[src/rtl/windowed_priority_scanner_pkg.sv]
// Shared types and helpers for the windowed priority scanner.
// NUM_LANES/LANE_W here are the defaults the modules pick up.
package windowed_priority_scanner_pkg;

   localparam int NUM_LANES = 4;
   localparam int LANE_W    = 8;
   localparam int IDX_W     = $clog2(NUM_LANES);

   typedef enum logic {
      ST_IDLE = 1'b0,
      ST_EMIT = 1'b1
   } scan_state_t;

   typedef struct packed {
      logic [NUM_LANES*LANE_W-1:0] vec;
      logic [IDX_W-1:0]            left;
      logic [IDX_W-1:0]            right;
      logic                        dir;
   } scan_req_t;

   typedef struct packed {
      logic              found;
      logic [IDX_W-1:0]  index;
      logic [LANE_W-1:0] data;
      logic              last;
   } scan_rsp_t;

   typedef struct packed {
      logic             hit;
      logic [IDX_W-1:0] index;
   } pick_t;

   // left > right means the window wraps through lane NUM_LANES-1 back to lane 0
   function automatic logic [NUM_LANES-1:0] window_mask(input logic [IDX_W-1:0] left,
                                                        input logic [IDX_W-1:0] right);
      logic [NUM_LANES-1:0] m;
      m = '0;
      for (int i = 0; i < NUM_LANES; i++) begin
         if (left <= right)
            m[i] = (IDX_W'(i) >= left) && (IDX_W'(i) <= right);
         else
            m[i] = (IDX_W'(i) >= left) || (IDX_W'(i) <= right);
      end
      return m;
   endfunction

   function automatic pick_t rotated_first_set(input logic [NUM_LANES-1:0] mask,
                                               input logic [IDX_W-1:0]     origin,
                                               input logic                 dir);
      pick_t            p;
      logic [IDX_W-1:0] lane;
      p = '0;
      for (int k = NUM_LANES - 1; k >= 0; k--) begin
         lane = dir ? origin - IDX_W'(k) : origin + IDX_W'(k);
         if (mask[lane]) begin
            p.hit   = 1'b1;
            p.index = lane;
         end
      end
      return p;
   endfunction

endpackage

[src/rtl/windowed_priority_scanner_priority_pick.sv]
// Rotating priority pick: first set mask bit walking from origin in the
// requested direction, modulo NUM_LANES, plus any-set and single-set flags.
module windowed_priority_scanner_priority_pick #(
   parameter  int NUM_LANES = windowed_priority_scanner_pkg::NUM_LANES,
   localparam int IDX_W     = $clog2(NUM_LANES)
) (
   input  logic [NUM_LANES-1:0] mask,
   input  logic [IDX_W-1:0]     origin,
   input  logic                 dir,
   output logic [IDX_W-1:0]     index,
   output logic                 any_set,
   output logic                 single
);

   logic [IDX_W-1:0] lane;

   // walk farthest-first so the closest set lane to origin is the one left standing
   always_comb begin
      index = '0;
      lane  = '0;
      for (int k = NUM_LANES - 1; k >= 0; k--) begin
         lane = dir ? origin - IDX_W'(k) : origin + IDX_W'(k);
         if (mask[lane])
            index = lane;
      end
   end

   assign any_set = |mask;
   assign single  = any_set && ((mask & (mask - NUM_LANES'(1))) == '0);

endmodule

[src/rtl/windowed_priority_scanner.sv]
// Sequential windowed scanner: captures one lane vector and emits every
// non-zero lane inside the window, one per handshake, in priority order.
//
// state | meaning
// ------+-------------------------------------------------------------
// IDLE  | ready for a request; outputs quiet
// EMIT  | presenting beats from the pending mask until the last is taken
module windowed_priority_scanner #(
   parameter  int NUM_LANES = windowed_priority_scanner_pkg::NUM_LANES,
   parameter  int LANE_W    = windowed_priority_scanner_pkg::LANE_W,
   localparam int IDX_W     = $clog2(NUM_LANES)
) (
   input  logic                        clk,
   input  logic                        rst,
   input  logic                        in_valid,
   output logic                        in_ready,
   input  logic [NUM_LANES*LANE_W-1:0] in_vec,
   input  logic [IDX_W-1:0]            in_left,
   input  logic [IDX_W-1:0]            in_right,
   input  logic                        in_dir,
   output logic                        out_valid,
   input  logic                        out_ready,
   output logic                        out_found,
   output logic [IDX_W-1:0]            out_index,
   output logic [LANE_W-1:0]           out_data,
   output logic                        out_last,
   output logic                        busy
);
   import windowed_priority_scanner_pkg::*;

   scan_state_t          state_q, state_d;
   logic [NUM_LANES-1:0] pending_q, pending_d;
   logic [LANE_W-1:0]    lane_q [NUM_LANES];
   logic [IDX_W-1:0]     origin_q;
   logic                 dir_q;

   logic [IDX_W-1:0]     sel_index;
   logic                 sel_any;
   logic                 sel_single;
   logic                 accept;
   logic                 emit_hs;

   assign accept  = in_valid && in_ready;
   assign emit_hs = out_valid && out_ready;

   // qualifying lanes of the incoming request: inside the window and non-zero
   always_comb begin
      logic in_win;
      pending_d = '0;
      in_win    = 1'b0;
      for (int i = 0; i < NUM_LANES; i++) begin
         if (in_left <= in_right)
            in_win = (IDX_W'(i) >= in_left) && (IDX_W'(i) <= in_right);
         else
            in_win = (IDX_W'(i) >= in_left) || (IDX_W'(i) <= in_right);
         pending_d[i] = in_win && (|in_vec[i*LANE_W +: LANE_W]);
      end
   end

   windowed_priority_scanner_priority_pick #(
      .NUM_LANES (NUM_LANES)
   ) u_pick (
      .mask    (pending_q),
      .origin  (origin_q),
      .dir     (dir_q),
      .index   (sel_index),
      .any_set (sel_any),
      .single  (sel_single)
   );

   always_ff @(posedge clk) begin
      if (rst)
         state_q <= ST_IDLE;
      else
         state_q <= state_d;
   end

   always_comb begin
      state_d = state_q;
      case (state_q)
         ST_IDLE: if (accept)                state_d = ST_EMIT;
         ST_EMIT: if (emit_hs && out_last)   state_d = ST_IDLE;
         default:                            state_d = ST_IDLE;
      endcase
   end

   always_ff @(posedge clk) begin
      if (rst) begin
         pending_q <= '0;
         origin_q  <= '0;
         dir_q     <= 1'b0;
         for (int i = 0; i < NUM_LANES; i++)
            lane_q[i] <= '0;
      end else if (accept) begin
         pending_q <= pending_d;
         origin_q  <= in_dir ? in_right : in_left;
         dir_q     <= in_dir;
         for (int i = 0; i < NUM_LANES; i++)
            lane_q[i] <= in_vec[i*LANE_W +: LANE_W];
      end else if (emit_hs) begin
         pending_q[sel_index] <= 1'b0;
      end
   end

   // outputs are held quiet while rst is asserted, whatever the state register holds
   always_comb begin
      in_ready  = 1'b0;
      out_valid = 1'b0;
      out_found = 1'b0;
      out_index = '0;
      out_data  = '0;
      out_last  = 1'b0;
      busy      = 1'b0;
      if (!rst) begin
         case (state_q)
            ST_IDLE: in_ready = 1'b1;
            ST_EMIT: begin
               busy      = 1'b1;
               out_valid = 1'b1;
               if (sel_any) begin
                  out_found = 1'b1;
                  out_index = sel_index;
                  out_data  = lane_q[sel_index];
                  out_last  = sel_single;
               end else begin
                  out_last  = 1'b1;
               end
            end
            default: ;
         endcase
      end
   end

endmodule

[config.mk]
export PLATFORM = sky130hd
export DESIGN_NAME = windowed_priority_scanner
export DESIGN_NICKNAME = d
export VERILOG_FILES = /design/src/rtl/windowed_priority_scanner_pkg.sv /design/src/rtl/windowed_priority_scanner_priority_pick.sv /design/src/rtl/windowed_priority_scanner.sv
export SDC_FILE = /design/constraint.sdc
export NUM_CORES = 1
export LEC_CHECK = 0
export BUFFER_PORTS_ARGS = -buffer_cell sky130_fd_sc_hd__buf_4
export CAP_MARGIN = 5
export CORE_ASPECT_RATIO = 2
export CORE_MARGIN = 8
export CORE_UTILIZATION = 57
export DETAILED_ROUTE_END_ITERATION = 6
export HOLD_SLACK_MARGIN = 0.02
export PLACE_DENSITY = 0.85
export RECOVER_POWER = 100
export SYNTH_ARGS = -nofsm -noshare
export SYNTH_HDL_FRONTEND = slang
export SYNTH_HIERARCHICAL = 1
export SYNTH_SLANG_ARGS = --single-unit
[constraint.sdc]
create_clock -name clk -period 4.9 [get_ports clk]
set_clock_uncertainty 0.1 [all_clocks]
set_input_delay 0.735 -clock clk [delete_from_list [all_inputs] [get_ports clk]]
set_output_delay 0.735 -clock clk [all_outputs]
set_load 0.01 [all_outputs]
# Word-level counts from Yosys, hierarchy flattened
# Memory sizes are Yosys's and may differ from the RTL's.
# Index checks and enable logic that the tools add are counted.
[totals] ram_bits=32 n_memories=1 in_bits=41 register_bits=8 word_cells=110
[mem_list] memory="lane_q" words=4 width=8 read_ports=1 rd_clocked_by_memory_dff=0 wr=4 line_no="windowed_priority_scanner.sv:33" rtl="logic [LANE_W-1:0] lane_q [NUM_LANES];"
[classes] magnitude_cmp=15 reduce_logical=24 n_addsub=7 n_mux=51 bitwise=8
[ops] cell="8-bit 2-to-1 mux" count=7
[ops] cell="8-bit OR reduction" count=4
[ops] cell="1-bit 2-to-1 mux" count=25
[ops] cell="2-bit 2-to-1 mux" count=11
[ops] cell="2-bit by 3-bit less-than comparator with 1-bit output (second input constant)" count=5
[ops] cell="1-bit logical AND" count=13
[ops] cell="4-bit bitwise AND" count=2
[ops] cell="1-bit binary-select mux with 2-bit select" count=4
[ops] cell="4-bit 2-to-1 mux" count=2
[ops] cell="2-bit adder (second input constant)" count=2
[ops] cell="1-bit by 2-bit >= comparator with 1-bit output (first input constant)" count=2
[ops] cell="2-bit >= comparator (first input constant)" count=2
[ops] cell="1-bit by 2-bit <= comparator with 1-bit output (first input constant)" count=2
[ops] cell="2-bit <= comparator (first input constant)" count=2
[ops] cell="4-bit logical NOT" count=1
[ops] cell="1-bit logical OR" count=4
[ops] cell="4-bit inverter" count=1
[ops] cell="1-bit bitwise OR" count=4
[ops] cell="4-bit OR reduction" count=1
[ops] cell="2-bit subtractor (second input constant)" count=2
[ops] cell="4-bit by 1-bit subtractor with 4-bit output (second input constant)" count=1
[ops] cell="2-bit by 1-bit adder with 2-bit output (second input constant)" count=1
[ops] cell="1-bit demux with 2-bit select" count=1
[ops] cell="2-bit by 1-bit >= comparator with 1-bit output (second input constant)" count=1
[ops] cell="5 further kinds" count=5

# Logic depth before layout (Yosys ltp)
# Gate-level depths: netlist of the first run.
[logic_depth] depth_word=16 ltp_mapped=10 mapped_depth_nobuf=8

# By module
# The synthesis of the first run kept the hierarchy.
[by_module_without_submodules] mod="windowed_priority_scanner" cells_per_inst=158 area_per_inst_um2=1974.4 instances=1 seq_area_each_um2=1121.1
[by_module_without_submodules] mod="windowed_priority_scanner_priority_pick" cells_per_inst=48 area_per_inst_um2=299.0 instances=1 seq_area_each_um2=0.0

# Worst setup path before layout of the first run
# OpenSTA, ideal clock, no wires.
[synth_path] path_kind="reg2out" start="reg dir_q" end="out out_data[0]" n_path_buf=2 arrival_time_ns=2.195 path_slack_ns=1.870 stages_incl_launch_ff=10 path_cell_list="dfxtp_1 -> buf_6 -> and2b_4 -> nor2b_1 -> o21ai_0 -> nand3_1 -> o21ai_1 -> buf_6 -> mux4_2 -> and3_1"
[synth_between] elab_chain_cells=11 word_cells_on_any_way=17 classes_between="mux: 16; memory: 1"
[synth_rtl] element="from (decl)" line_no="windowed_priority_scanner.sv:35" rtl="logic dir_q;"
[synth_rtl] element="from (signal assigned)" line_no="windowed_priority_scanner.sv:97" rtl="dir_q <= in_dir;"
[synth_rtl] element="2-bit 2-to-1 mux" line_no="windowed_priority_scanner_priority_pick.sv:22" rtl="lane = dir ? origin - IDX_W'(k) : origin + IDX_W'(k);"
[synth_rtl] element="1-bit binary-select mux with 2-bit select" line_no="windowed_priority_scanner_priority_pick.sv:23" rtl="if (mask[lane])"
[synth_rtl] element="1-bit 2-to-1 mux (not written as such)" line_no="windowed_priority_scanner_priority_pick.sv:23"
[synth_rtl] element="2-bit 2-to-1 mux (2 in a row)" line_no="windowed_priority_scanner_priority_pick.sv:23"
[synth_rtl] element="2-bit 2-to-1 mux * (2 in a row)" line_no="windowed_priority_scanner_priority_pick.sv:23"
[synth_rtl] element="net sel_index[0]" line_no="windowed_priority_scanner.sv:37" rtl="logic [IDX_W-1:0] sel_index;"
[synth_rtl] element="memory read 4 x 8 bit *"
[synth_rtl] element="8-bit 2-to-1 mux *" line_no="windowed_priority_scanner.sv:120" rtl="if (sel_any) begin"
[synth_rtl] element="8-bit 2-to-1 mux *" line_no="windowed_priority_scanner.sv:115" rtl="case (state_q)"
[synth_rtl] element="8-bit 2-to-1 mux *" line_no="windowed_priority_scanner.sv:114" rtl="if (!rst) begin"
[synth_rtl] element="to (decl)" line_no="windowed_priority_scanner.sv:25" rtl="output logic [LANE_W-1:0] out_data,"
# Mark *: on every way through the listed nets, which the timed path passes. The rest lies on a longest branch. The select of a mux whose other input is x is not followed.

# Worst setup path after layout of the first run
[layout_path] start="reg origin_q[1]" end="out out_data[7]"
[layout_between] elab_chain_cells=12 word_cells_on_any_way=25 classes_between="add/sub: 6; mux: 18; memory: 1"
[layout_rtl] element="from (decl)" line_no="windowed_priority_scanner.sv:34" rtl="logic [IDX_W-1:0] origin_q;"
[layout_rtl] element="from (signal assigned)" line_no="windowed_priority_scanner.sv:96" rtl="origin_q <= in_dir ? in_right : in_left;"
[layout_rtl] element="2-bit adder or 2-bit subtractor (tied branches)" line_no="windowed_priority_scanner_priority_pick.sv:22"
[layout_rtl] element="2-bit 2-to-1 mux" line_no="windowed_priority_scanner_priority_pick.sv:22"
[layout_rtl] element="1-bit binary-select mux with 2-bit select" line_no="windowed_priority_scanner_priority_pick.sv:23"
[layout_rtl] element="1-bit 2-to-1 mux (not written as such)" line_no="windowed_priority_scanner_priority_pick.sv:23"
[layout_rtl] element="2-bit 2-to-1 mux (3 in a row)" line_no="windowed_priority_scanner_priority_pick.sv:23"
[layout_rtl] element="2-bit 2-to-1 mux *" line_no="windowed_priority_scanner_priority_pick.sv:23"
[layout_rtl] element="net sel_index[0]" line_no="windowed_priority_scanner.sv:37"
[layout_rtl] element="memory read 4 x 8 bit *"
[layout_rtl] element="8-bit 2-to-1 mux *" line_no="windowed_priority_scanner.sv:120"
[layout_rtl] element="8-bit 2-to-1 mux *" line_no="windowed_priority_scanner.sv:115"
[layout_rtl] element="8-bit 2-to-1 mux *" line_no="windowed_priority_scanner.sv:114"
# Marks and branches as above.

==> impl_metrics.tcl, run 1 <==
set metrics [dict create \
    final_antenna_net_count 0 \
    synth_seq_cells 40 \
    cts_tree "done" \
    path_clk_slew_ns 0.07 \
    cts_root_buffer "clkbuf_8" \
    grt_pass1_vias 1900 \
    worstPathArrival_ns 3.23 \
    htreeDepth 2 \
    first_iter_violations 89 \
    antenna_found_initial 0 \
    p_per_area_mw_per_mm2 298.2 \
    grt_pass1_wl_um 8673 \
    fillers 335 \
    period_minus_slack_ns 4.070 \
    layout-drive-gt1-share_pct 24.31 \
    port_buffers 55 \
    row_count 32 \
    postSynthAreaPerCell_sq_um 11.04 \
    final_nets 297 \
    required_ns 4.07 \
    outcome "completed" \
    grt_use_total_pct 17.36 \
    synth.distinct_cells 47 \
    drv_cap 0 \
    synth_cells 206 \
    rr_worst_depth 4 \
    cp-start-kind "flip-flop" \
    hold_buffers 0 \
    hpwl_um 4055 \
    setup-violations-final 0 \
    yosysSeqAreaShare_pct 49.31 \
    power.leakage_nw 1.053 \
    core_sq_mm 0.003844 \
    ir_drop_mv 0.3188 \
    vias 1751 \
    cp_max_fo 13 \
    min_path_type "reg -> reg" \
    fp.dieW_um 60.66 \
    finalHoldViolCount 0 \
    viasPerCell 5.722 \
    gr-total-overflow 0 \
    hold_depth 2 \
    hold_start "dir_q$_SDFFE_PP0P_" \
    startpoint "origin_q[1]$_SDFFE_PP0P_" \
    max_freq_ghz 0.2457 \
    async_reset_ff_share_pct 0 \
    ios 56 \
    finalCritPeriodShare_pct 83.06 \
    tightest_slew_ns 1.172 \
    numCtsBuffers 5 \
    holdPathEnd "dir_q$_SDFFE_PP0P_" \
    final_util_pct 70.05 \
    reg2reg_setup_slack_ns 1.78 \
    clock_latency_ns 0.28 \
    crit_type "reg -> out" \
    gp_congestion 0.8410 \
    area_growth_pct 18.44 \
    synth_edf_count 32 \
    dr.pass1.iters 4 \
    cts.sink_count 40 \
    synth_nets 249 \
    post_cts_buffers 0 \
    drt_wl_total_um 5180 \
    initial_core_util_pct 59.15 \
    netlist_area_sq_mm 0.002273 \
    tns_ns 0 \
    die_h_um 105.3 \
    r2r-start "state_q$_SDFF_PP0_" \
    ctsResizeCount 0 \
    wl_per_cell_um 16.93 \
    rsz0062_at_grt "no" \
    yosys_warnings 6 \
    cts_buffer_depth 2 \
    drc 0 \
    n_antenna_cell 0 \
    die-area_sq_mm 0.006388 \
    synth-main-ff-cell "edfxtp_1" \
    grt_start_max_net_pins 39 \
    slew_violations 0 \
    r2r_end "lane_q[0][6]$_SDFFCE_PN0P_" \
    cp-end-kind "output port" \
    max-slew-margin-rel_pct 21.88 \
]
## through the flow
step	setup WS [ns]	instance area, sq um	std cells	power, mW	hold WS (ns)
after floorplan	1.870	2273	206	0.5515	0.3612
after global placement	1.576	2673	298	0.6080	0.5226
after detailed placement	1.469	2673	298	0.6143	0.5461
after CTS	1.152	2756	306	0.8162	0.5569
after global routing	0.5113	2693	306	0.8468	0.6124
final	0.8302	2693	306	0.8028	0.5627
## logic make-up (layout without fill, tap and decap cells)
kind of cell / Yosys count / count (layout) / share of synthesized area, %
AND/OR/NAND/NOR: 95 / 95 / 24.99
flip-flops: 40 / 40 / 49.31
AO/OA/AOI/OAI: 37 / 37 / 10.51
buffers and inverters: 21 / 70 / 4.898
multiplexers: 10 / 10 / 8.806
adder cells (fa/ha/maj): 2 / 2 / 1.101
XOR/XNOR: 1 / 1 / 0.3853
## sequential cells by signal, indices dropped and copies added (netlist names)
name       flops
pending_q      4
lane_q        32
origin_q       2
state_q        1
dir_q          1
## Yosys cell counts (all sizes together) (5+ instances only)
master,n,share of area (%)
a21oi,5,1.1
nor4,8,2.2
dfxtp,8,7.0
clkbuf,6,1.0
and3,11,3.2
nor2,11,2.1
o21ai,17,3.7
mux4,8,7.9
inv,5,0.83
edfxtp,32,42
buf,10,3.0
and2,32,8.8
nand2,13,2.1
## layout make-up
| type | count | area [sq um] | area share [%] |
|---|---|---|---|
| repair buffers | 57 | 371.6 | 13.80 |
| multi-input cells | 145 | 1033 | 38.38 |
| clock buffers | 6 | 72.57 | 2.695 |
| well taps | 51 | 63.81 | 2.370 |
| inverters | 5 | 18.77 | 0.6970 |
| clock inverters | 2 | 11.26 | 0.4182 |
| flip-flops and latches | 40 | 1121 | 41.64 |
## worst max-delay path by stage
| stage | cells past startpoint | slack [ns] | to |
|---|---|---|---|
| 6_report | 9 | 0.83 | out_data[7] |
| 4_1_cts | 8 | 1.15 | out_data[7] |
| 3_3_place_gp | 8 | 1.58 | out_data[7] |
| 3_5_place_dp | 8 | 1.47 | out_data[7] |
| 5_1_grt | 9 | 0.51 | out_data[7] |
| 2_1_floorplan | 9 | 1.87 | out_data[0] |
## power by group
part / leakage, nW / switching, mW / internal (mW)
sequential: 0.404 / 0.0249 / 0.399
clock: 0.0388 / 0.105 / 0.0986
combinational: 0.610 / 0.0882 / 0.0874
## cell usage in the layout (no fill, tap or decap), drive strengths merged, types with 2 or more instances in the layout
cell,count
buf,42
o21ai,17
inv,5
ha,2
nand3b,4
mux2i,2
mux4,8
a31oi,2
nand4b,2
a32o,2
a221oi,2
and3,11
nand2,13
dfxtp,8
a21oi,5
nand3,2
nor3b,2
and2,32
clkbuf,21
nor2b,4
a31o,2
nor2,11
nor4,8
edfxtp,32
a211oi,2
## critical path, cell delays in order (launching register included)
cell and delay [ns]:
dfxtp_1 0.58, and2b_4 0.25, nor2b_1 0.13, o21ai_0 0.15, nand3_1 0.10, o21ai_0 0.18, clkbuf_1 0.64, mux4_2 0.59
and3_1 0.20, clkbuf_1 0.13
## metal layers
metal / wire (um) / up-vias / track usage [%]
li1: - / 859 / -
met1: 1996 / 828 / 19.44
met2: 2857 / 58 / 30.37
met3: 239 / 6 / 2.923
met4: 86 / 0 / 7.227
met5: 0 / - / 0
(Power assumes the default switching activity.)
==> run 2: changes to the inputs <==
Settings changed: CORE_UTILIZATION 57 to 48, PLACE_DENSITY 0.85 to 0.76.
Clock period 4.9 ns to 3.7 ns, I/O delays scaled along.
==> impl_metrics.tcl, run 2 (synthesis results as in run 1) <==
set metrics [dict create \
    outcome "completed" \
    setup-violations-final 0 \
    drt_wl_total_um 5340 \
    core_sq_mm 0.004598 \
    tightest_slew_ns 1.222 \
    p_int_mw 0.7759 \
    viasPerCell 5.643 \
    rsz0062_at_grt "no" \
    finalCritPeriodShare_pct 93.52 \
    numCtsBuffers 5 \
    die-area_sq_mm 0.007328 \
    grt_pass1_vias 1818 \
    period_minus_slack_ns 3.460 \
    path_cells "and2b_4 -> nor2b_1 -> o21ai_0 -> nand3_1 -> o21ai_1 -> buf_4 -> mux4_2 -> and3_1 -> clkbuf_4" \
    p_total_mw 1.072 \
    hpwl_um 4207 \
    p_clk_share_pct 25.2 \
    cp_max_fo 13 \
    p_per_area_mw_per_mm2 392.7 \
    crit_family "simple AND/OR/NAND/NOR gates" \
    cts_tree "done" \
    grt_use_total_pct 14.96 \
    antenna_found_initial 0 \
    top_register "lane_q" \
    ir_drop_mv 0.3201 \
    port_buffers 55 \
    power_frac_comb_pct 22.6 \
    n_antenna_cell 0 \
    largestRegisters "lane_q: 32 flops, pending_q: 4 flops, origin_q: 2 flops" \
    largest_register_ffs 32 \
    dr.pass1.iters 4 \
    area_growth_pct 20.03 \
    layout-drive-gt1-share_pct 28.52 \
    mostFrequentLayoutCells "buf_4, edfxtp_1, and2_0" \
    die_h_um 113.3 \
    min_path_type "in -> reg" \
    power.leakage_nw 1.095 \
    cts_buffer_depth 2 \
    grt_pass1_wl_um 8721 \
    row_count 35 \
    vias 1755 \
    hold_ws_ns 0.3950 \
    final_nets 298 \
    final_area_sq_mm 0.002729 \
    fp.dieW_um 64.67 \
    slowest_delay_ns 0.58 \
    drv_cap 0 \
    grt_start_max_net_pins 39 \
    slew_violations 0 \
    drc 0 \
    cp_num_buf_inv 2 \
    max_freq_ghz 0.2890 \
    clock_latency_ns 0.28 \
    pwr-share-seq_pct 52.2 \
    ios 56 \
    crit_type "reg -> out" \
    p_switching_mw 0.2958 \
    tns_ns 0 \
    cts.sink_count 40 \
    path_clk_slew_ns 0.07 \
    layout_commonest_cell "buf_4" \
    htreeDepth 2 \
    max-slew-margin-rel_pct 18.54 \
    cp-start-kind "flip-flop" \
    hold_buffers 0 \
    cp_slowest_cell "dfxtp_1" \
    setup_ws_ns 0.2399 \
    initial_core_util_pct 49.44 \
    gp_congestion 0.8263 \
    wl_per_cell_um 17.17 \
    gr-total-overflow 0 \
    swShare_pct 27.60 \
    finalHoldViolCount 0 \
    first_iter_violations 82 \
    placed_area_sq_mm 0.002685 \
    dpl_worst_slack_ns 0.4543 \
    cts_root_buffer "clkbuf_8" \
    required_ns 3.04 \
    cp-end-kind "output port" \
    worstPathArrival_ns 2.81 \
    final_antenna_net_count 0 \
]
[run 2: cell count changes in the layout (fill, tap and decap cells not counted), moves of 2 or more]
cell | previous run | this run
clkbuf_4 | 0 | 3
clkinv_2 | 0 | 2
clkbuf_2 | 0 | 3
buf_4 | 42 | 45
clkbuf_1 | 16 | 7
[run 2: path summary, 6_finish.rpt]
path                                     end  slack (ns)  cells past startpoint                startpoint
setup / recovery                 out_data[4]        0.24                      9  origin_q[1]$_SDFFE_PP0P_
hold / removal            dir_q$_SDFFE_PP0P_        0.39                      3                    in_dir
hold reg to reg           dir_q$_SDFFE_PP0P_        0.56                      2        dir_q$_SDFFE_PP0P_
setup reg to reg  lane_q[2][0]$_SDFFCE_PN0P_        0.75                      5        state_q$_SDFF_PP0_
[run 2: layer usage]
metal | wire (um) | up-vias | track usage (%)
li1 | - | 864 | -
met1 | 2038 | 815 | 15.54
met2 | 2946 | 62 | 27.24
met3 | 217 | 14 | 2.671
met4 | 138 | 0 | 7.625
met5 | 0 | - | 0
[run 2: cell type report]
class / instances / area, sq um
multi-input combinational: 145 / 1036
tap: 55 / 68.82
timing repair buffer: 58 / 401.6
inverter: 5 / 18.77
clock buffer: 5 / 68.82
clock inverter: 3 / 13.76
sequential: 40 / 1121
fill: 417 / 1869
[run 2: worst reg2reg max path, cell delays in order (launching register included)]
cell and delay (ns):
dfxtp_1 0.33, nor3b_1 0.21, clkbuf_1 0.92, nor2_1 0.27, inv_1 0.11, clkbuf_2 0.62
[run 2: what timing repair did]
action                     in CTS  in global routing
resized for setup               0                  1
setup buffers                   0                  0
setup endpoints to repair       0                  8
[run 2: stage by stage]
step	instances	utilization, %
2_1_floorplan	206	-
3_3_place_gp	303	58.39
3_5_place_dp	303	58.39
4_1_cts	311	60.19
5_1_grt	311	59.35
6_report	311	59.35
[run 2: power groups by stage]
stage | combinational, mW | sequential (mW) | clock [mW]
detailed placement | 0.247 | 0.570 | 0
floorplan | 0.183 | 0.547 | 0
global route | 0.268 | 0.564 | 0.291
CTS | 0.248 | 0.559 | 0.276
finish | 0.242 | 0.559 | 0.271
global placement | 0.242 | 0.568 | 0
==> run 3: changes to the inputs <==
Settings changed: CORE_UTILIZATION 48 to 50, CTS_BUF_LIST from default to sky130_fd_sc_hd__clkbuf_2, PLACE_DENSITY 0.76 to 0.79.
==> impl_metrics.tcl, run 3 (synthesis results as in run 1) <==
set metrics [dict create \
    outcome "completed" \
    row_count 35 \
    layout_commonest_cell "buf_4" \
    rr_worst_depth 5 \
    rsz0062_at_grt "no" \
    required_ns 3.04 \
    final_antenna_net_count 0 \
    reg2reg_setup_slack_ns 0.67 \
    tightest_slew_ns 1.328 \
    wl_per_cell_um 16.87 \
    layout-drive-gt1-share_pct 26.56 \
    finalHoldViolCount 0 \
    worstPathArrival_ns 2.76 \
    setup-violations-final 0 \
    r2r_end "lane_q[2][4]$_SDFFCE_PN0P_" \
    cts_buffer_depth 2 \
    max-slew-margin-rel_pct 11.48 \
    clock_latency_ns 0.38 \
    r2r-start "state_q$_SDFF_PP0_" \
    cts_root_buffer "clkbuf_2" \
    cts.sink_count 40 \
    largestRegisters "lane_q: 32 flops, pending_q: 4 flops, origin_q: 2 flops" \
    ir_drop_mv 0.3297 \
    drt_wl_total_um 5246 \
    fp.dieW_um 63.68 \
    numCtsBuffers 5 \
    p_int_mw 0.7627 \
    grt_pass1_vias 1789 \
    power_frac_comb_pct 22.5 \
    vias 1779 \
    largest_register_ffs 32 \
    gp_congestion 0.7859 \
    min_path_type "in -> reg" \
    die_h_um 111.4 \
    p_per_area_mw_per_mm2 391.6 \
    viasPerCell 5.720 \
    hpwl_um 3899 \
    holdPathEnd "origin_q[0]$_SDFFE_PP0P_" \
    finalCritPeriodShare_pct 92.29 \
    cts_tree "done" \
    swShare_pct 27.60 \
    max_freq_ghz 0.2928 \
    p_switching_mw 0.2907 \
    period_minus_slack_ns 3.415 \
    cp-start-kind "flip-flop" \
    pwr-share-seq_pct 53.3 \
    grt_use_total_pct 15.02 \
    grt_pass1_wl_um 8852 \
    hold_start "rst" \
    crit_type "reg -> out" \
    gr-total-overflow 0 \
    tns_ns 0 \
    hold_depth 2 \
    drv_cap 0 \
    drc 0 \
    p_clk_share_pct 24.2 \
    initial_core_util_pct 50.40 \
    grt_start_max_net_pins 39 \
    die-area_sq_mm 0.007091 \
    ios 56 \
    hold_ws_ns 0.2577 \
    top_register "lane_q" \
    cp_max_fo 13 \
    htreeDepth 2 \
    n_antenna_cell 0 \
    port_buffers 55 \
    area_growth_pct 18.33 \
    mostFrequentLayoutCells "buf_4, edfxtp_1, and2_0" \
    path_clk_slew_ns 0.19 \
    power.leakage_nw 1.067 \
    final_nets 298 \
    core_sq_mm 0.004511 \
    slew_violations 0 \
    antenna_found_initial 0 \
    cp-end-kind "output port" \
    first_iter_violations 107 \
    dr.pass1.iters 4 \
]
run 3: worst max-delay path by stage:
stage                                   startpoint          end  slack (ns)  depth (start not counted)
after floorplan                 dir_q$_SDFFE_PP0P_  out_data[0]        0.85                          9
after global placement          dir_q$_SDFFE_PP0P_  out_data[6]        0.61                          8
after detailed placement  origin_q[1]$_SDFFE_PP0P_  out_data[1]        0.48                          7
after CTS                 origin_q[1]$_SDFFE_PP0P_  out_data[1]        0.03                          7
after global routing            dir_q$_SDFFE_PP0P_  out_data[3]        0.07                          7
final                           dir_q$_SDFFE_PP0P_  out_data[1]        0.29                          8
run 3: timing repair:
action | CTS | global route
endpoints found under the setup margin | 0 | 8
buffers inserted | 0 | 0
hold buffers | 0 | 0
hold endpoints to repair | 0 | 0
gates resized for setup | 0 | 2
run 3: layout make-up:
class                      count  area [sq um]
tap                           55         68.82
sequential                    40          1122
multi-input combinational    145          1031
clock inverter                 2         35.03
clock buffer                   6         30.03
timing repair buffer          58         384.1
fill                         410          1821
inverter                       5         18.77
run 3: routing by layer:
layer / track usage, % / part of all wire, % / vias up
met5: 0 / 0 / -
met4: 3.598 / 0.86 / 0
met3: 5.126 / 7.6 / 4
met2: 22.89 / 46 / 72
met1: 19.93 / 45 / 841
li1: - / - / 862
run 3: stage by stage:
step	area (sq um)	utilization [%]	cells	setup slack [ns]	total power, mW
4_1_cts	2750	60.97	311	0.03054	1.065
2_1_floorplan	2273	-	206	0.8501	0.7304
3_5_place_dp	2685	59.53	303	0.4842	0.8133
3_3_place_gp	2685	59.53	303	0.6105	0.8022
5_1_grt	2690	59.64	311	0.07457	1.108
6_report	2690	59.64	311	0.2852	1.053
run 3: power groups by stage:
stage	Sequential, mW	Combinational [mW]	Clock (mW)
floorplan	0.547	0.183	0
global placement	0.567	0.235	0
detailed placement	0.571	0.242	0
CTS	0.561	0.243	0.261
global route	0.567	0.261	0.280
finish	0.561	0.237	0.255
run 3: worst max-delay path: stages, from the launching register on:
cell	delay [ns]
dfxtp_1	0.59
and2b_4	0.22
nor2_1	0.04
o221ai_1	0.21
a31oi_1	0.14
nor2_2	0.46
mux4_2	0.39
and3_1	0.19
clkbuf_1	0.12
